--- config.mk ---
export PLATFORM = sky130hd
export DESIGN_NAME = register_bank_reader
export DESIGN_NICKNAME = d
export VERILOG_FILES = /design/src/rtl/register_bank_reader_pkg.sv /design/src/rtl/register_bank_reader_addr_decoder.sv /design/src/rtl/register_bank_reader.sv
export SDC_FILE = /design/constraint.sdc
export NUM_CORES = 1
export LEC_CHECK = 0
export ABC_AREA = 0
export BUFFER_PORTS_ARGS = -buffer_cell sky130_fd_sc_hd__buf_2
export CORE_MARGIN = 2
export CORE_UTILIZATION = 54
export CTS_CLUSTER_DIAMETER = 40
export DETAILED_ROUTE_END_ITERATION = 16
export HOLD_SLACK_MARGIN = 0.1
export PLACE_DENSITY = 0.82
export REMOVE_ABC_BUFFERS = 1
export SLEW_MARGIN = 20
export SYNTH_ARGS = -nofsm -noshare
export SYNTH_HDL_FRONTEND = slang
export SYNTH_SLANG_ARGS = --single-unit
export TNS_END_PERCENT = 1
--- constraint.sdc ---
create_clock -name i_clock -period 2.7 [get_ports i_clock]
set_input_delay 0 -clock i_clock [delete_from_list [all_inputs] [get_ports i_clock]]
set_output_delay 0 -clock i_clock [all_outputs]
set_load 0.05 [all_outputs]
--- src/rtl/register_bank_reader_pkg.sv ---
// Shared definitions for the register bank read sequencer: FSM state encoding,
// settle counter sizing and a small address helper.
package register_bank_reader_pkg;

  // FSM states; the fourth encoding is unreachable and recovers to idle.
  typedef enum logic [1:0] {
    StIdle    = 2'd0,
    StSelect  = 2'd1,
    StHold    = 2'd2,
    StIllegal = 2'd3
  } reader_state_e;

  // Settle counter width covers the legal SETTLE range 1..15.
  localparam int unsigned SettleW   = 4;
  localparam int unsigned SettleMax = 15;

  // Next register address in a burst; wraps from the top register to zero.
  function automatic logic [7:0] next_addr(input logic [7:0] addr, input int unsigned addr_w);
    logic [7:0] sum;
    logic [7:0] mask;
    sum  = addr + 8'd1;
    mask = 8'((32'd1 << addr_w) - 32'd1);
    return sum & mask;
  endfunction

endpackage

--- src/rtl/register_bank_reader_addr_decoder.sv ---
// Binary-to-one-hot address decoder with an enable. With the enable low the
// output is all-zero, so at most one register ever drives the shared bus.
// Kept generic so the write-side sequencer can reuse it.
module register_bank_reader_addr_decoder
  import register_bank_reader_pkg::*;
#(
  parameter int unsigned ADDR_W = 2
) (
  input  logic                     i_en,
  input  logic [ADDR_W-1:0]        i_addr,
  output logic [(2**ADDR_W)-1:0]   o_onehot
);

  // Drive exactly one select bit when enabled, none otherwise.
  always_comb begin
    o_onehot = '0;
    if (i_en) begin
      o_onehot[i_addr] = 1'b1;
    end
  end

endmodule

--- src/rtl/register_bank_reader.sv ---
// Read-side sequencer for the register bank on the shared data bus.
// Accepts a burst request (start address, length-1), selects one register at
// a time with a one-hot read enable, waits SETTLE cycles for the bus, captures
// the byte and offers it to the consumer over valid/ready.
module register_bank_reader
  import register_bank_reader_pkg::*;
#(
  parameter int unsigned WIDTH  = 8,
  parameter int unsigned ADDR_W = 2,
  parameter int unsigned SETTLE = 1   // legal range 1..15
) (
  input  logic                   i_clock,
  input  logic                   i_reset,
  input  logic                   i_req_valid,
  output logic                   o_req_ready,
  input  logic [ADDR_W-1:0]      i_req_addr,
  input  logic [ADDR_W-1:0]      i_req_len,
  output logic [(2**ADDR_W)-1:0] o_rd_en,
  input  logic [WIDTH-1:0]       i_bus_data,
  output logic [WIDTH-1:0]       o_out_data,
  output logic                   o_out_valid,
  input  logic                   i_out_ready,
  output logic                   o_out_last,
  output logic                   o_busy
);

  // Counter reload: SELECT lasts SETTLE cycles, capture happens when it hits 0.
  localparam logic [SettleW-1:0] SettleLoad = SettleW'(SETTLE - 1);

  reader_state_e       r_state;
  reader_state_e       w_state_next;

  logic [ADDR_W-1:0]   r_addr;
  logic [ADDR_W-1:0]   r_remaining;
  logic [SettleW-1:0]  r_settle_cnt;
  logic [WIDTH-1:0]    r_out_data;
  logic                r_out_valid;
  logic                r_out_last;

  logic                w_accept;
  logic                w_capture;
  logic                w_handshake;
  logic                w_advance;
  logic                w_sel_en;
  logic                w_settle_done;
  logic                w_last_beat;
  logic [ADDR_W-1:0]   w_addr_inc;

  assign w_settle_done = (r_settle_cnt == '0);
  assign w_last_beat   = (r_remaining == '0);
  assign w_addr_inc    = ADDR_W'(next_addr(8'(r_addr), ADDR_W));

  // State register with synchronous reset.
  always_ff @(posedge i_clock) begin
    if (i_reset) begin
      r_state <= StIdle;
    end else begin
      r_state <= w_state_next;
    end
  end

  // Next-state logic; the unused encoding falls back to idle.
  always_comb begin
    w_state_next = r_state;
    case (r_state)
      StIdle: begin
        if (i_req_valid) begin
          w_state_next = StSelect;
        end
      end
      StSelect: begin
        if (w_settle_done) begin
          w_state_next = StHold;
        end
      end
      StHold: begin
        if (r_out_valid && i_out_ready) begin
          w_state_next = w_last_beat ? StIdle : StSelect;
        end
      end
      default: begin
        w_state_next = StIdle;
      end
    endcase
  end

  // State-decoded outputs and internal strobes.
  always_comb begin
    o_req_ready = 1'b0;
    o_busy      = 1'b1;
    w_sel_en    = 1'b0;
    w_accept    = 1'b0;
    w_capture   = 1'b0;
    w_handshake = 1'b0;
    case (r_state)
      StIdle: begin
        o_req_ready = 1'b1;
        o_busy      = 1'b0;
        w_accept    = i_req_valid;
      end
      StSelect: begin
        w_sel_en  = 1'b1;
        w_capture = w_settle_done;
      end
      StHold: begin
        // out_ready only matters while a byte is actually on offer.
        w_handshake = r_out_valid && i_out_ready;
      end
      default: begin
        o_busy = 1'b1;
      end
    endcase
    w_advance = w_handshake && !w_last_beat;
  end

  // Burst bookkeeping: latch the request, then step address and count per beat.
  always_ff @(posedge i_clock) begin
    if (i_reset) begin
      r_addr      <= '0;
      r_remaining <= '0;
    end else if (w_accept) begin
      r_addr      <= i_req_addr;
      r_remaining <= i_req_len;
    end else if (w_advance) begin
      r_addr      <= w_addr_inc;
      r_remaining <= r_remaining - ADDR_W'(1);
    end
  end

  // Settle counter: reloaded at the start of each beat, counts down in SELECT.
  always_ff @(posedge i_clock) begin
    if (i_reset) begin
      r_settle_cnt <= '0;
    end else if (w_accept || w_advance) begin
      r_settle_cnt <= SettleLoad;
    end else if (w_sel_en && !w_settle_done) begin
      r_settle_cnt <= r_settle_cnt - SettleW'(1);
    end
  end

  // Output register: capture the bus on the final settle cycle, hold until taken.
  always_ff @(posedge i_clock) begin
    if (i_reset) begin
      r_out_data  <= '0;
      r_out_valid <= 1'b0;
      r_out_last  <= 1'b0;
    end else if (w_capture) begin
      r_out_data  <= i_bus_data;
      r_out_valid <= 1'b1;
      r_out_last  <= w_last_beat;
    end else if (w_handshake) begin
      r_out_valid <= 1'b0;
    end
  end

  assign o_out_data  = r_out_data;
  assign o_out_valid = r_out_valid;
  assign o_out_last  = r_out_last;

  // Read enable is only ever driven while selecting, and always one-hot.
  register_bank_reader_addr_decoder #(
    .ADDR_W (ADDR_W)
  ) u_rd_decoder (
    .i_en     (w_sel_en),
    .i_addr   (r_addr),
    .o_onehot (o_rd_en)
  );

endmodule

==> flow_summary.yaml, run 1 <==
routing:
  route.final.wire_length_mm: 2.57
  drt_iter0_markers: 32
  vias: 1085
  vias_per_cell: 5.51
  drc: 1
  wl_per_cell_um: 13.0
  drt_first_pass_iters: 10
  final_antenna_net_count: 0
global_route:
  grt_max_degree: 29
  grtUsageTotal_pct: 22.7
  gr-total-overflow: 0
  grt_pass1_wl_mm: 4.45
  antenna_found_initial: 0
  grt_pass1_vias: 973
timing:
  worst_slew_pin_slew_ns: 0.754
  hold_ws_ns: 0.0931
  finalCriticalPeriod_ns: 1.87
  setup_viol: 0
  finalCritPeriodShare_pct: 69.3
  slew_viol_final: 0
  finClkSkew_ns: 0.0100
  hold_violations: 0
  finalSetupTns_ns: 0
  timing.fmax_mhz: 535
  rsz0062_at_grt: "no"
  relSlewSlack_pct: 49.5
cells_and_area:
  drive_gt1_share_pct: 25.9
  nets: 193
  syn_to_final_growth_pct: 28.5
  num-fill-cells: 153
  antenna_cells: 0
run_status:
  violations: "design-rule violations"
  status: "complete, but fails checks"
critical_path:
  crit_path_start_kind: "flip-flop"
  cp_max_fo: 15
  crit_path_end_kind: "flip-flop"
  arrival_ns: 2.11
  cp.required_ns: 2.94
  worstSetupPathType: "flip-flop to flip-flop"
logic_synthesis:
  synth.distinct_cells: 38
  yosys_warnings: 0
  synthCells: 132
  syn_avg_cell_area_um2: 8.62
  seq_area_frac_synth_pct: 35.2
  synth-seq-cells: 20
  synth_area_mm2: 0.00114
power_and_ir_drop:
  power_density_mw_per_mm2: 634
  p_leak_nw: 0.637
  peakVddDrop_mv: 0.473
  power_mw: 0.926
floorplan:
  initial_utilization_pct: 57.4
  rows: 16
  die_x_um: 49.9
  die_y_um: 49.9
  ioPinCount: 32
  dieArea_mm2: 0.00249
  core_area_mm2: 0.00198
placed_design:
  place_congestion: 0.753
  port_buffers: 31
  place_hpwl_mm: 1.67
cts:
  cts_resized: 0
  clock_sinks: 20
  cts_tree: "done"
  h-tree-depth: 1
  cts_buffers: 3
  clockBufferDepth: 2
  cts_root_buffer: "clkbuf_4"
  clk_pin_slew_ns: 0.13
  insertion_delay_ns: 0.30
run:
  cap_viol_max_count: 0
min_path:
  hold_class: "input pin to flip-flop"
==> worst paths after layout <==
check / cells after the start / end / from / slack (ns)
worst max-delay path: 3 / r_settle_cnt[0] / r_state[0] / 0.83
worst min-delay path: 3 / r_addr[1] / i_req_addr[1] / 0.09
worst max register to register: 3 / r_settle_cnt[0] / r_state[0] / 0.83
worst min register to register: 2 / o_out_data[2] / o_out_data[2] / 0.49
==> state kept, by name, summed over array words and instances (netlist names) <==
signal and count:
o_out_last 1, r_state 2, r_addr 2, o_out_data 8, r_remaining 2, r_settle_cnt 4
o_out_valid 1
==> repair_timing <==
action | CTS | global route
hold endpoints to repair | 13 | 0
setup buffers | 0 | 0
hold buffers | 12 | 0
==> layer usage <==
layer	vias to the layer above	share of wire [%]	GRT usage (%)
met5	-	0	0
met4	0	0.39	3.24
met3	2	3.7	3.64
met2	28	52	38.4
met1	506	43	31.0
li1	549	-	-
==> area by class of cell <==
cell class	instances	area, um2	share of cell area, %
Multi-Input combinational cell	92	654	44.8
Sequential cell	20	400	27.4
Timing Repair Buffer	44	283	19.3
Inverter	10	37.5	2.57
Tap cell	27	33.8	2.31
Clock inverter	1	30.0	2.05
Clock buffer	3	22.5	1.54
==> cells in the final DEF (no fill, tap or decap), drive strengths merged, types with 4 or more instances in the layout <==
cell type	count
o21ai	11
nor2	4
a211oi	8
and2	4
nand3b	4
nand3	9
dlygate4sd3	12
buf	32
nand2b	4
nor3b	5
a21oi	14
inv	10
dfxtp	20
ha	6
==> metrics by stage <==
stage               cells  setup slack [ns]  util [%]  cell area [um2]
finish                197             0.830      73.7             1460
global placement      181             0.974      65.0             1290
floorplan             122              1.00         -             1090
detailed placement    181             0.911      65.0             1290
CTS                   197             0.846      73.7             1460
global route          197             0.686      73.7             1460
==> critical path, stage by stage (launching register included) <==
cell	delay, ns
dfxtp_1	0.60
nand2b_1	0.39
or4_2	0.72
o21ai_1	0.11
==> Yosys cell counts <==
master | n | area [um2]
nor3b_1 | 3 | 22.5
and2_1 | 4 | 25.0
and3_1 | 1 | 6.26
buf_2 | 5 | 25.0
and3b_1 | 2 | 17.5
o211ai_2 | 1 | 12.5
nor3_1 | 1 | 5.00
nand2_1 | 3 | 11.3
nand4b_2 | 1 | 15.0
clkbuf_2 | 1 | 5.00
a211o_1 | 1 | 8.76
nand3b_1 | 4 | 30.0
clkbuf_1 | 3 | 11.3
nor3b_4 | 1 | 18.8
or4_1 | 1 | 7.51
mux2i_1 | 2 | 20.0
a211oi_2 | 2 | 25.0
nand3_1 | 9 | 45.0
o2bb2ai_1 | 2 | 17.5
nor2_1 | 4 | 15.0
nand2b_1 | 4 | 25.0
a211oi_1 | 6 | 45.0
o21ai_1 | 11 | 55.1
or4_2 | 1 | 8.76
dfxtp_1 | 20 | 400
a21oi_1 | 13 | 65.1
or3_1 | 1 | 6.26
or3b_1 | 1 | 8.76
inv_1 | 10 | 37.5
nand4b_1 | 1 | 8.76
a21oi_2 | 1 | 8.76
o41ai_1 | 1 | 8.76
nor3b_2 | 1 | 12.5
o211ai_1 | 1 | 7.51
nor2b_1 | 1 | 6.26
buf_1 | 1 | 3.75
ha_1 | 6 | 75.1
or4b_1 | 1 | 10.0
==> cells by family after synthesis <==
| group | synth area share (%) |
|---|---|
| compound gates | 22.3 |
| fa+ha+maj | 6.60 |
| mux | 1.76 |
| buf+inv | 7.26 |
| flops | 35.2 |
| simple gates | 26.8 |
==> power breakdown <==
| group | internal [mW] | total (mW) | leakage, nW | switching [mW] |
|---|---|---|---|---|
| combinational | 0.108 | 0.319 | 0.445 | 0.211 |
| clock | 0.150 | 0.247 | 0.0279 | 0.0971 |
| sequential | 0.326 | 0.361 | 0.163 | 0.0342 |
(Power assumes the default switching activity.)
==> inputs of run 2 (changes only) <==
--- a/config.mk
+++ b/config.mk
@@ -5,14 +5,14 @@
 export SDC_FILE = /design/constraint.sdc
 export NUM_CORES = 1
 export LEC_CHECK = 0
-export ABC_AREA = 0
+export ABC_AREA = 1
 export BUFFER_PORTS_ARGS = -buffer_cell sky130_fd_sc_hd__buf_2
 export CORE_MARGIN = 2
-export CORE_UTILIZATION = 54
+export CORE_UTILIZATION = 49
 export CTS_CLUSTER_DIAMETER = 40
 export DETAILED_ROUTE_END_ITERATION = 16
 export HOLD_SLACK_MARGIN = 0.1
-export PLACE_DENSITY = 0.82
+export PLACE_DENSITY = 0.77
 export REMOVE_ABC_BUFFERS = 1
 export SLEW_MARGIN = 20
 export SYNTH_ARGS = -nofsm -noshare
==> constraint.sdc (replaced) <==
create_clock -name i_clock -period 1.9 [get_ports i_clock]
set_input_delay 0 -clock i_clock [delete_from_list [all_inputs] [get_ports i_clock]]
set_output_delay 0 -clock i_clock [all_outputs]
set_load 0.05 [all_outputs]
==> flow_summary.yaml, run 2 <==
run_status:
  status: "finished, final reports clean"
min_path:
  hold_class: "input pin to flip-flop"
  holdPathEnd: "r_remaining[0]"
  min_path_cells: 5
  hp-start: "i_req_valid"
cts:
  clock_sinks: 20
  cts_root_buffer: "clkbuf_4"
  h-tree-depth: 1
  cts_setup_buffers: 0
  clk_pin_slew_ns: 0.11
  clockBufferDepth: 2
  cts_buffers: 3
  cts_tree: "done"
  insertion_delay_ns: 0.30
critical_path:
  cp_max_fo: 12
  rr_worst_depth: 6
  rr_startpoint: "r_settle_cnt[0]"
  slowest_delay_ns: 0.40
  crit_path_end_kind: "flip-flop"
  crit_start: "r_settle_cnt[0]"
  crit_chain: "inv_1 > ha_1 > nand3_4 > clkinv_1 > nor2_1 > nor2_1"
  worstSetupPathType: "flip-flop to flip-flop"
  crit_path_top_delay_cell: "dfxtp_1"
  cp.required_ns: 2.10
  rr_endpoint: "o_out_data[7]"
  crit_path_frequent_cell: "nor2_1"
  rrSetupSlack_ns: 0.35
  arrival_ns: 1.76
  crit_path_start_kind: "flip-flop"
logic_synthesis:
  yosysMostFrequentCell: "nor2_1"
  synth.distinct_cells: 22
  synth_top_area_share_pct: 38.1
  syn_avg_cell_area_um2: 7.14
  synth.top_cells.by_count: "nor2_1, nand2_1, dfxtp_1"
  ys_top_cells_by_area: "dfxtp_1, nor2_1, nand2_1, ha_1, inv_1"
  synth_top_cell_by_area: "dfxtp_1"
  synth_area_mm2: 0.00105
  synth_flop_cell: "dfxtp_1"
  synthCells: 147
  synth-edff-count: 0
  yosys.area_share.simple_pct: 36.1
  synth-seq-cells: 20
  synthAdderAreaFrac_pct: 7.15
  yosys_warnings: 0
  synthArstFlopShare_pct: 0
  synth-compound-area-share_pct: 9.18
  seq_area_frac_synth_pct: 38.1
  synthMuxAreaShare_pct: 0
  synth_xor_area_share_pct: 0
  synth_top_family_by_area: "simple AND/OR/NAND/NOR gates"
routing:
  wl_per_cell_um: 10.8
  drt_first_pass_iters: 4
  drc: 0
  drt_iter0_markers: 17
  vias_per_cell: 4.65
  route.final.wire_length_mm: 2.39
  vias: 1028
  final_antenna_net_count: 0
run:
  cap_viol_max_count: 0
cells_and_area:
  nets: 217
  area.sequential_um2: 400
  layout_commonest_cell: "nor2_1"
  syn_to_final_growth_pct: 33.3
  largest_register_ff_count: 8
  drive_gt1_share_pct: 26.3
  multi_input_area_um2: 551
  num-fill-cells: 162
  layout_common_cells: "nor2_1, buf_2, nand2_1"
  antenna_cells: 0
  fin_util_pct: 70.6
power_and_ir_drop:
  p_leak_nw: 0.702
  power_mw: 1.04
  peakVddDrop_mv: 0.464
  power_density_mw_per_mm2: 742
global_route:
  grt_max_degree: 15
  grtUsageTotal_pct: 20.0
  gr-total-overflow: 0
  grt_pass1_vias: 953
  grt_pass1_wl_mm: 3.85
  antenna_found_initial: 0
placed_design:
  place_hpwl_mm: 1.60
  place_congestion: 0.759
  port_buffers: 31
floorplan:
  die_x_um: 50.3
  core_area_mm2: 0.00198
  ioPinCount: 32
  dieArea_mm2: 0.00253
  initial_utilization_pct: 53.0
  rows: 16
  die_y_um: 50.3
timing:
  finalCritPeriodShare_pct: 81.8
  rsz0062_at_grt: "no"
  relSlewSlack_pct: 66.3
  finalCriticalPeriod_ns: 1.55
  finClkSkew_ns: 0.00443
  worst_slew_pin_slew_ns: 0.505
  timing.fmax_mhz: 643
  finalSetupTns_ns: 0
  setup_viol: 0
  slew_viol_final: 0
  hold_violations: 0
run 2: cell count changes after synthesis, sizes merged, moves of 5 or more:
cell	change
a21oi	-9
a211oi	-8
inv	+11
nor3b	-5
nor2	+34
nand2	+25
run 2: worst max path at each step:
| stage | to | slack, ns | depth (start not counted) |
|---|---|---|---|
| 2_1_floorplan | r_addr[0] | 0.42 | 6 |
| 6_report | o_out_data[7] | 0.35 | 6 |
| 5_1_grt | o_out_data[0] | 0.23 | 6 |
| 3_3_place_gp | o_out_last | 0.49 | 6 |
| 4_1_cts | o_out_data[2] | 0.38 | 6 |
| 3_5_place_dp | o_out_data[2] | 0.41 | 6 |
run 2: metal layers:
layer / global-route usage [%] / vias to the layer above / share of wire, %
li1: - / 552 / -
met1: 20.6 / 448 / 41
met2: 37.3 / 20 / 52
met3: 5.95 / 8 / 3.9
met4: 7.87 / 0 / 3.0
met5: 0 / - / 0
run 2: what timing repair did:
action,in CTS,in global routing
hold endpoints to repair,15,0
hold buffers,14,0
resized for setup,0,0
run 2: cells by family (layout without fill, tap and decap cells):
family / after synthesis / in the layout
AND/OR/NAND/NOR: 83 / 83
buffers and inverters: 24 / 71
flip-flops: 20 / 20
AO/OA/AOI/OAI: 14 / 14
adder cells (fa/ha/maj): 6 / 6
run 2: critical path: cells and delay by family, from the launching register on:
| family | cells | cell delay [ns] |
|---|---|---|
| adders and majority gates | 1 | 0.27 |
| and+or+nand+nor | 3 | 0.43 |
| buffers and inverters | 2 | 0.35 |
| DFF | 1 | 0.40 |
run 2: cell type report:
type	count	share of cell area (%)
tap	27	2.42
sequential	20	28.6
inverter	22	5.90
timing repair buffer	45	21.1
multi-input combinational	103	39.4
clock buffer	4	2.59
run 2: where the power goes:
part,switching (mW),total [mW],internal [mW]
clock,0.128,0.245,0.117
combinational,0.220,0.325,0.105
sequential,0.0178,0.469,0.451
run 2: through the flow:
step / cell area, um2 / setup slack, ns / cells / hold WS [ns]
after floorplan: 1030 / 0.420 / 145 / 0.0624
after global placement: 1220 / 0.488 / 203 / 0.214
after detailed placement: 1220 / 0.409 / 203 / 0.214
after CTS: 1400 / 0.376 / 221 / 0.117
after global routing: 1400 / 0.230 / 221 / 0.158
final: 1400 / 0.345 / 221 / 0.122
